File: config.mk
export PLATFORM = sky130hd
export DESIGN_NAME = toggle_activity_monitor_flat
export DESIGN_NICKNAME = d
export VERILOG_FILES = /design/src/rtl/toggle_activity_monitor_if.sv /design/src/rtl/toggle_activity_monitor.sv /design/src/flat_wrapper.sv
export SDC_FILE = /design/constraint.sdc
export NUM_CORES = 1
export LEC_CHECK = 0
export BUFFER_PORTS_ARGS = -buffer_cell sky130_fd_sc_hd__buf_2
export CORE_ASPECT_RATIO = 1.2
export CORE_MARGIN = 2
export CORE_UTILIZATION = 50
export DETAILED_ROUTE_END_ITERATION = 10
export PLACE_DENSITY = 0.7
export SYNTH_ARGS = -nofsm -noshare
export SYNTH_HDL_FRONTEND = slang
export SYNTH_SLANG_ARGS = --single-unit
File: constraint.sdc
create_clock -name clk -period 13.21 [get_ports clk]
set_clock_uncertainty 0.05 [all_clocks]
set_input_delay 3.3025 -clock clk [delete_from_list [all_inputs] [get_ports clk]]
set_output_delay 3.3025 -clock clk [all_outputs]
set_load 0.005 [all_outputs]
File: src/rtl/toggle_activity_monitor_if.sv
// Purpose: bundles the vector-input and result-output channels of toggle_activity_monitor.
// Ports:   clear, vec_valid/vec_data/vec_ready (input channel),
//          res_valid/res_ready/res_toggles/res_peak/res_overflow (result channel).
interface toggle_activity_monitor_if #(
  parameter int W     = 14,
  parameter int CNT_W = 16
);
  localparam int PW = $clog2(W + 1);

  logic             clear;
  logic             vec_valid;
  logic [W-1:0]     vec_data;
  logic             vec_ready;
  logic             res_valid;
  logic             res_ready;
  logic [CNT_W-1:0] res_toggles;
  logic [PW-1:0]    res_peak;
  logic             res_overflow;

  // Environment side: drives vectors and consumes results.
  modport master (
    output clear, vec_valid, vec_data, res_ready,
    input  vec_ready, res_valid, res_toggles, res_peak, res_overflow
  );

  // Monitor side.
  modport slave (
    input  clear, vec_valid, vec_data, res_ready,
    output vec_ready, res_valid, res_toggles, res_peak, res_overflow
  );
endinterface

File: src/rtl/toggle_activity_monitor.sv
// Purpose: counts bit toggles between consecutive accepted vectors, reports per-window
//          total, peak per-sample toggles and accumulator overflow.
// Ports:   clk, rst (async, active-high), bus (toggle_activity_monitor_if.slave).
// Latency: res_valid rises the cycle after the WINDOW-th counted accept.
// Backpressure: vec_ready is low while a result is pending and while clear is high.
// Option:  define TOGGLE_SATURATE_EN to saturate the accumulator instead of wrapping.
module toggle_activity_monitor #(
  parameter int W      = 14,
  parameter int WINDOW = 256,
  parameter int CNT_W  = 16
) (
  input  logic                    clk,
  input  logic                    rst,
  toggle_activity_monitor_if.slave bus
);
  localparam int PW = $clog2(W + 1);
  localparam logic [CNT_W-1:0] WIN = CNT_W'(WINDOW);

  typedef enum logic [1:0] {IDLE, ACCUM, REPORT} state_t;

  state_t           state;
  logic [W-1:0]     prev;
  logic [CNT_W-1:0] acc;
  logic [CNT_W-1:0] count;
  logic [PW-1:0]    peak;
  logic             ovf;

  logic [W-1:0]     diff;
  logic [PW-1:0]    t;
  logic [CNT_W:0]   sum;
  logic [CNT_W-1:0] acc_next;
  logic [CNT_W-1:0] count_next;
  logic             accept;

  assign bus.vec_ready    = ~bus.clear & (state != REPORT);
  assign bus.res_valid    = (state == REPORT);
  assign bus.res_toggles  = acc;
  assign bus.res_peak     = peak;
  assign bus.res_overflow = ovf;

  assign accept     = bus.vec_valid & bus.vec_ready;
  assign diff       = bus.vec_data ^ prev;
  assign count_next = count + 1'b1;

  always_comb begin
    t = '0;
    for (int i = 0; i < W; i++) begin
      t = t + PW'(diff[i]);
    end
  end

  // One extra bit captures the carry out of the accumulator.
  assign sum = {1'b0, acc} + (CNT_W + 1)'(t);

`ifdef TOGGLE_SATURATE_EN
  assign acc_next = sum[CNT_W] ? '1 : sum[CNT_W-1:0];
`else
  assign acc_next = sum[CNT_W-1:0];
`endif

  always_ff @(posedge clk or posedge rst) begin
    if (rst) begin
      state <= IDLE;
      prev  <= '0;
      acc   <= '0;
      count <= '0;
      peak  <= '0;
      ovf   <= 1'b0;
    end else if (bus.clear) begin
      state <= IDLE;
      prev  <= '0;
      acc   <= '0;
      count <= '0;
      peak  <= '0;
      ovf   <= 1'b0;
    end else begin
      case (state)
        IDLE: begin
          // First vector is only a reference; nothing to compare it with.
          if (accept) begin
            prev  <= bus.vec_data;
            state <= ACCUM;
          end
        end
        ACCUM: begin
          if (accept) begin
            prev  <= bus.vec_data;
            acc   <= acc_next;
            ovf   <= ovf | sum[CNT_W];
            count <= count_next;
            if (t > peak) peak <= t;
            if (count_next == WIN) state <= REPORT;
          end
        end
        REPORT: begin
          // prev is kept so the next window continues from the last vector.
          if (bus.res_ready) begin
            acc   <= '0;
            count <= '0;
            peak  <= '0;
            ovf   <= 1'b0;
            state <= ACCUM;
          end
        end
        default: state <= IDLE;
      endcase
    end
  end
endmodule

File: src/flat_wrapper.sv
// flat-port wrapper written by rule: the top's interface ports become plain ports
module toggle_activity_monitor_flat 
#(
  parameter int W      = 14,
  parameter int WINDOW = 256,
  parameter int CNT_W  = 16
)
  (clk, rst, bus_clear, bus_vec_valid, bus_vec_data, bus_res_ready, bus_vec_ready, bus_res_valid, bus_res_toggles, bus_res_peak, bus_res_overflow);
  toggle_activity_monitor_if #(.W(W), .CNT_W(CNT_W)) bus_i ();
  input  logic clk;
  input  logic rst;
  input wire logic [$bits(bus_i.clear)-1:0] bus_clear;
  input wire logic [$bits(bus_i.vec_valid)-1:0] bus_vec_valid;
  input wire logic [$bits(bus_i.vec_data)-1:0] bus_vec_data;
  input wire logic [$bits(bus_i.res_ready)-1:0] bus_res_ready;
  output wire logic [$bits(bus_i.vec_ready)-1:0] bus_vec_ready;
  output wire logic [$bits(bus_i.res_valid)-1:0] bus_res_valid;
  output wire logic [$bits(bus_i.res_toggles)-1:0] bus_res_toggles;
  output wire logic [$bits(bus_i.res_peak)-1:0] bus_res_peak;
  output wire logic [$bits(bus_i.res_overflow)-1:0] bus_res_overflow;
  assign bus_i.clear = bus_clear;
  assign bus_i.vec_valid = bus_vec_valid;
  assign bus_i.vec_data = bus_vec_data;
  assign bus_i.res_ready = bus_res_ready;
  assign bus_vec_ready = bus_i.vec_ready;
  assign bus_res_valid = bus_i.res_valid;
  assign bus_res_toggles = bus_i.res_toggles;
  assign bus_res_peak = bus_i.res_peak;
  assign bus_res_overflow = bus_i.res_overflow;
  toggle_activity_monitor #(.W(W), .WINDOW(WINDOW), .CNT_W(CNT_W)) u_core (.clk(clk), .rst(rst), .bus(bus_i));
endmodule
# Word level (Yosys, flattened, before mapping)
# Index checks and enable logic that the tools add are counted.
# totals
reg_bits,53
wordCells,70
output_inout_bits,23
# classes
eq_ne,9
n_bitwise,5
reduce_logical,9
muxes,25
magnitude_cmp,1
addsub,15
# ops
op,n
$mux 16,5
$pmux 16 s2,2
$add 4x1->4,12
$mux 14,3
$add 16x4->17,1
$add 16x1->16 const B,1
$eq 16x9->1 const B,1
$mux 4,4
$xor 14x14->14,1
$ne 3x2->1 const B,4
$mux 2,5
$pmux 4 s2,1
$reduce_and 4->1,2
$pmux 2 s3,1
$gt 4x4->1,1
$reduce_bool 2->1,2
$mux 1,3
$ne 3x3->1 const B,1
$reduce_and 3->1,1
$reduce_bool 3->1,1
$add 1x1->2,1
$and 1x1->1,2
$eq 2x1->1 const B,1
$eq 2x2->1 const B,1
other kinds (7),7

# Longest topological paths before layout
# logic_depth
depth_word,19
mapped_depth,19
mapped_depth_nobuf,19

# Worst setup path before layout
# OpenSTA, ideal clock, no wires.
# synth_timing
path_type,input to register
from,in bus_vec_data[0]
to,reg u_core.acc[14] (netlist: u_core.bus.res_toggles[14])
path_stages,16
setup_ns,0.121
required_ns,13.039
n_path_buf,0
arrival_ns,8.286
path_slack_ns,4.753
cell_sequence,xor2_1 ha_1 fa_1 fa_1 inv_1 fa_1 fa_1 fa_1 fa_1 fa_1 nand3b_1 a21oi_1 and3_1 and4_1 o21ai_0 a22o_1
# synth_between
elab_chain_cells,18
# synth_rtl
item,line,source
start: declaration,flat_wrapper.sv:14,input wire logic [$bits(bus_i.vec_data)-1:0] bus_vec_data;
$xor 14x14->14,toggle_activity_monitor.sv:42,assign diff = bus.vec_data ^ prev;
$add 1x1->2,toggle_activity_monitor.sv:48,t = t + PW'(diff[i]);
$add 4x1->4 (12 in series),toggle_activity_monitor.sv:48,
$add 16x4->17,toggle_activity_monitor.sv:53,"assign sum = {1'b0, acc} + (CNT_W + 1)'(t);"
$mux 16,toggle_activity_monitor.sv:86,if (accept) begin
$pmux 16 s2,toggle_activity_monitor.sv:77,case (state)
$mux 16,toggle_activity_monitor.sv:69,end else if (bus.clear) begin
end signal: assignment,toggle_activity_monitor.sv:88,acc <= acc_next;
end: declaration,toggle_activity_monitor.sv:23,logic [CNT_W-1:0] acc;
# Every way passes these cells. The select of a mux whose other input is x is not followed.
# A chain may end at the register's enable or synchronous reset.

# Worst setup path in the final report
# layout_timing
from,in bus_vec_data[0]
to,reg u_core.acc[12] (netlist: u_core.bus.res_toggles[12])
# The elaborated chain is that of the path after synthesis.

==> impl_metrics.toml <==
[detailed_routing]
met2_length_um = 3620
top_layer_used = "met4"
num_vias = 2683
wl_met1_um = 3180
met3_wirelength_um = 292
first_pass_iters = 4
drt-total-wl_um = 7280
ant_nets = 0
drc = 0
vias_per_cell = 5.52
drtIter0Drc = 113
wire_per_inst_um = 15.0

[synthesis]
synth_area_leaders = "dfrtp_1, nand2_1, ha_1, fa_1, xnor2_1"
postSynthCellCount = 367
async_reset_ff_frac = 1.00
ys_seq_area_frac = 0.390
syn-cell-area_mm2 = 0.00340
yosys_register_bits = 53
synth_area_per_cell_um2 = 9.26
syn_nets = 411
synth_top_area_frac = 0.390
synth.distinct_cells = 53
synth-edff-count = 0
yosysWarnings = 0
ys.flop_type = "dfrtp_1"
synth.largest_area_cell = "dfrtp_1"

[sta]
final.setup.tns_ns = 0
rsz0062_at_grt = "no"
final.period_utilization = 0.648
hold_violations = 0
post-route-min-period_ns = 8.56
worstMarginPinSlew_ns = 0.959
maxSlewViolCount = 0
max_freq_ghz = 0.117
setup_violations = 0
slew_headroom = 0.359

[power]
peakVddDrop_mv = 0.111
pwr-share-seq = 0.293
clock_power_share = 0.182
power.density_mw_per_mm2 = 172
switchingPower_mw = 0.249
swShare = 0.388
p_int_mw = 0.392
leakagePower_nw = 1.76
p_comb_frac = 0.526

[grt]
gr-usage-all-layers = 0.216
grt_pass1_wl_um = 12700
grt_start_max_net_pins = 54
grt_overflow = 0
grt_pass1_vias = 2716
antenna_found_initial = 0

[clock_tree]
cts_root_buf = "clkbuf_8"
clock_latency_ns = 0.31
ctsHtreeMaxLevel = 2
cts_resized = 0
cts.path.max_buffers = 2
postCtsSetupBuffers = 0
cts.sinks = 53
clk_pin_slew_ns = 0.10
cts_tree = "done"
hold_buffers = 0
numCtsBuffers = 5

[worst_setup_path]
path_class = "in -> reg"
critical_path.max_stage_delay_ns = 0.54
path_cells = "buf_2 > xor2_1 > ha_1 > fa_1 > fa_1 > inv_1 > fa_1 > fa_1 > fa_1 > fa_1 > fa_1 > nand3b_1 > a21oi_1 > nor3b_1 > nand4_1 > xor2_1 > nor2_1"
end_kind = "register"
worst_path_most_repeated_cell = "fa_1"
r2r_slack_ns = 7.33
cp_max_fo = 4
slowest_stage = "fa_1"
arrival_ns = 8.69
cp-start-kind = "primary input"
required_ns = 13.35

[worst_hold_path]
hp-class = "reg -> reg"

[final_layout]
nFillCells = 625
regArea_mm2 = 0.00133
area_delta_synth_final_pct = 9.54
diodes = 0
layout.nets = 444
finish.utilization = 0.574
multi_input_area_mm2 = 0.00188
layout-drive-gt1-share = 0.150

[floorplan]
core_area_mm2 = 0.00649
row_count = 32
die_x_um = 79.2
top_level_ports = 42
dieArea_mm2 = 0.00747
initial_core_util = 0.524
die_h_um = 94.3

[placed_design]
port-buffer-count = 41
gp_routability_congestion = 0.792
hpwl_um = 5230

[outcome]
outcome = "finished, final reports clean"

[job]
cap_violations = 0
==> layout make-up <==
class	instances	share of cell area
well taps	85	0.0286
clock inverters	1	0.00807
repair buffers	42	0.0572
flip-flops and latches	53	0.356
inverters	22	0.0222
clock buffers	7	0.0232
multi-input cells	276	0.504
==> routing by layer <==
layer	vias to the layer above	global-route usage
li1	1329	-
met1	1283	0.270
met2	54	0.369
met3	17	0.0404
met4	0	0.0819
met5	-	0
==> power by group through the flow <==
| stage | logic, mW | clock network, mW | registers, mW |
|---|---|---|---|
| after floorplan | 0.262 | 0 | 0.189 |
| after global placement | 0.324 | 0 | 0.190 |
| after detailed placement | 0.339 | 0 | 0.191 |
| after CTS | 0.341 | 0.119 | 0.188 |
| after global routing | 0.394 | 0.123 | 0.189 |
| final | 0.337 | 0.116 | 0.188 |
==> stage by stage <==
stage	cell area (um2)	hold slack, ns	cells	total power, mW	setup WS [ns]
after global placement	3600	0.434	478	0.515	4.44
after global routing	3720	0.514	486	0.706	4.37
after CTS	3720	0.474	486	0.647	4.65
after floorplan	3400	0.436	367	0.451	4.75
final	3720	0.465	486	0.641	4.65
after detailed placement	3600	0.452	478	0.530	4.31
==> flip-flops by register name, summed over array words and instances (netlist names) <==
register / cells
u_core.bus.res_toggles: 16
u_core.count: 16
u_core.prev: 14
u_core.bus.res_peak: 4
u_core.state: 2
u_core.bus.res_overflow: 1
==> synthesized netlist by cell type (all sizes together), types with 5 or more instances <==
| cell | count |
|---|---|
| buf | 7 |
| fa | 9 |
| inv | 22 |
| nand4 | 8 |
| a21oi | 26 |
| o31ai | 5 |
| dfrtp | 53 |
| xnor2 | 19 |
| nor2 | 14 |
| nand3 | 14 |
| nand2 | 63 |
| clkbuf | 8 |
| ha | 16 |
| xor2 | 13 |
| o21ai | 27 |
| nand2b | 5 |
==> final timing paths <==
kind | to | depth (start not counted) | from
worst max-delay path | u_core.bus.res_toggles[12] | 17 | bus_vec_data[0]
worst max register to register | u_core.bus.res_toggles[12] | 16 | u_core.prev[0]
worst min register to register | u_core.bus.res_overflow | 2 | u_core.bus.res_overflow
max in group asynchronous | u_core.count[1] | 3 | rst
worst min-delay path | u_core.bus.res_overflow | 2 | u_core.bus.res_overflow
min in group asynchronous | u_core.bus.res_toggles[10] | 3 | rst
==> cells by family (layout without fill, tap and decap cells) <==
| kind of cell | Yosys count | count (layout) | share of synthesized area |
|---|---|---|---|
| adders and majority gates | 25 | 25 | 0.112 |
| muxes | 4 | 4 | 0.0125 |
| and+or+nand+nor | 136 | 136 | 0.203 |
| xor gates and xnor gates | 32 | 32 | 0.0825 |
| DFF | 53 | 53 | 0.390 |
| buffers and inverters | 38 | 72 | 0.0571 |
| AOI/OAI and AO/OA | 79 | 79 | 0.143 |
==> worst max-delay path: cells and delay by family <==
| kind | cells | cell delay, ns |
|---|---|---|
| simple gates | 4 | 0.84 |
| fa+ha+maj | 8 | 3.85 |
| compound gates | 1 | 0.26 |
| buf+inv | 2 | 0.16 |
| xor+xnor | 2 | 0.29 |
==> layout by cell type, fill, tap and decap left out, drive strengths merged, types with 4 or more instances in the layout <==
| master | n |
|---|---|
| nand2 | 63 |
| dfrtp | 53 |
| buf | 42 |
| o21ai | 27 |
| a21oi | 26 |
| inv | 22 |
| xnor2 | 19 |
| ha | 16 |
| nor2 | 14 |
| nand3 | 14 |
| xor2 | 13 |
| fa | 9 |
| nand4 | 8 |
| clkbuf | 7 |
| o31ai | 5 |
| nand2b | 5 |
| nor3 | 4 |
| nor4 | 4 |
| or3 | 4 |
| and3 | 4 |
Power figures use the tool's default switching activity.
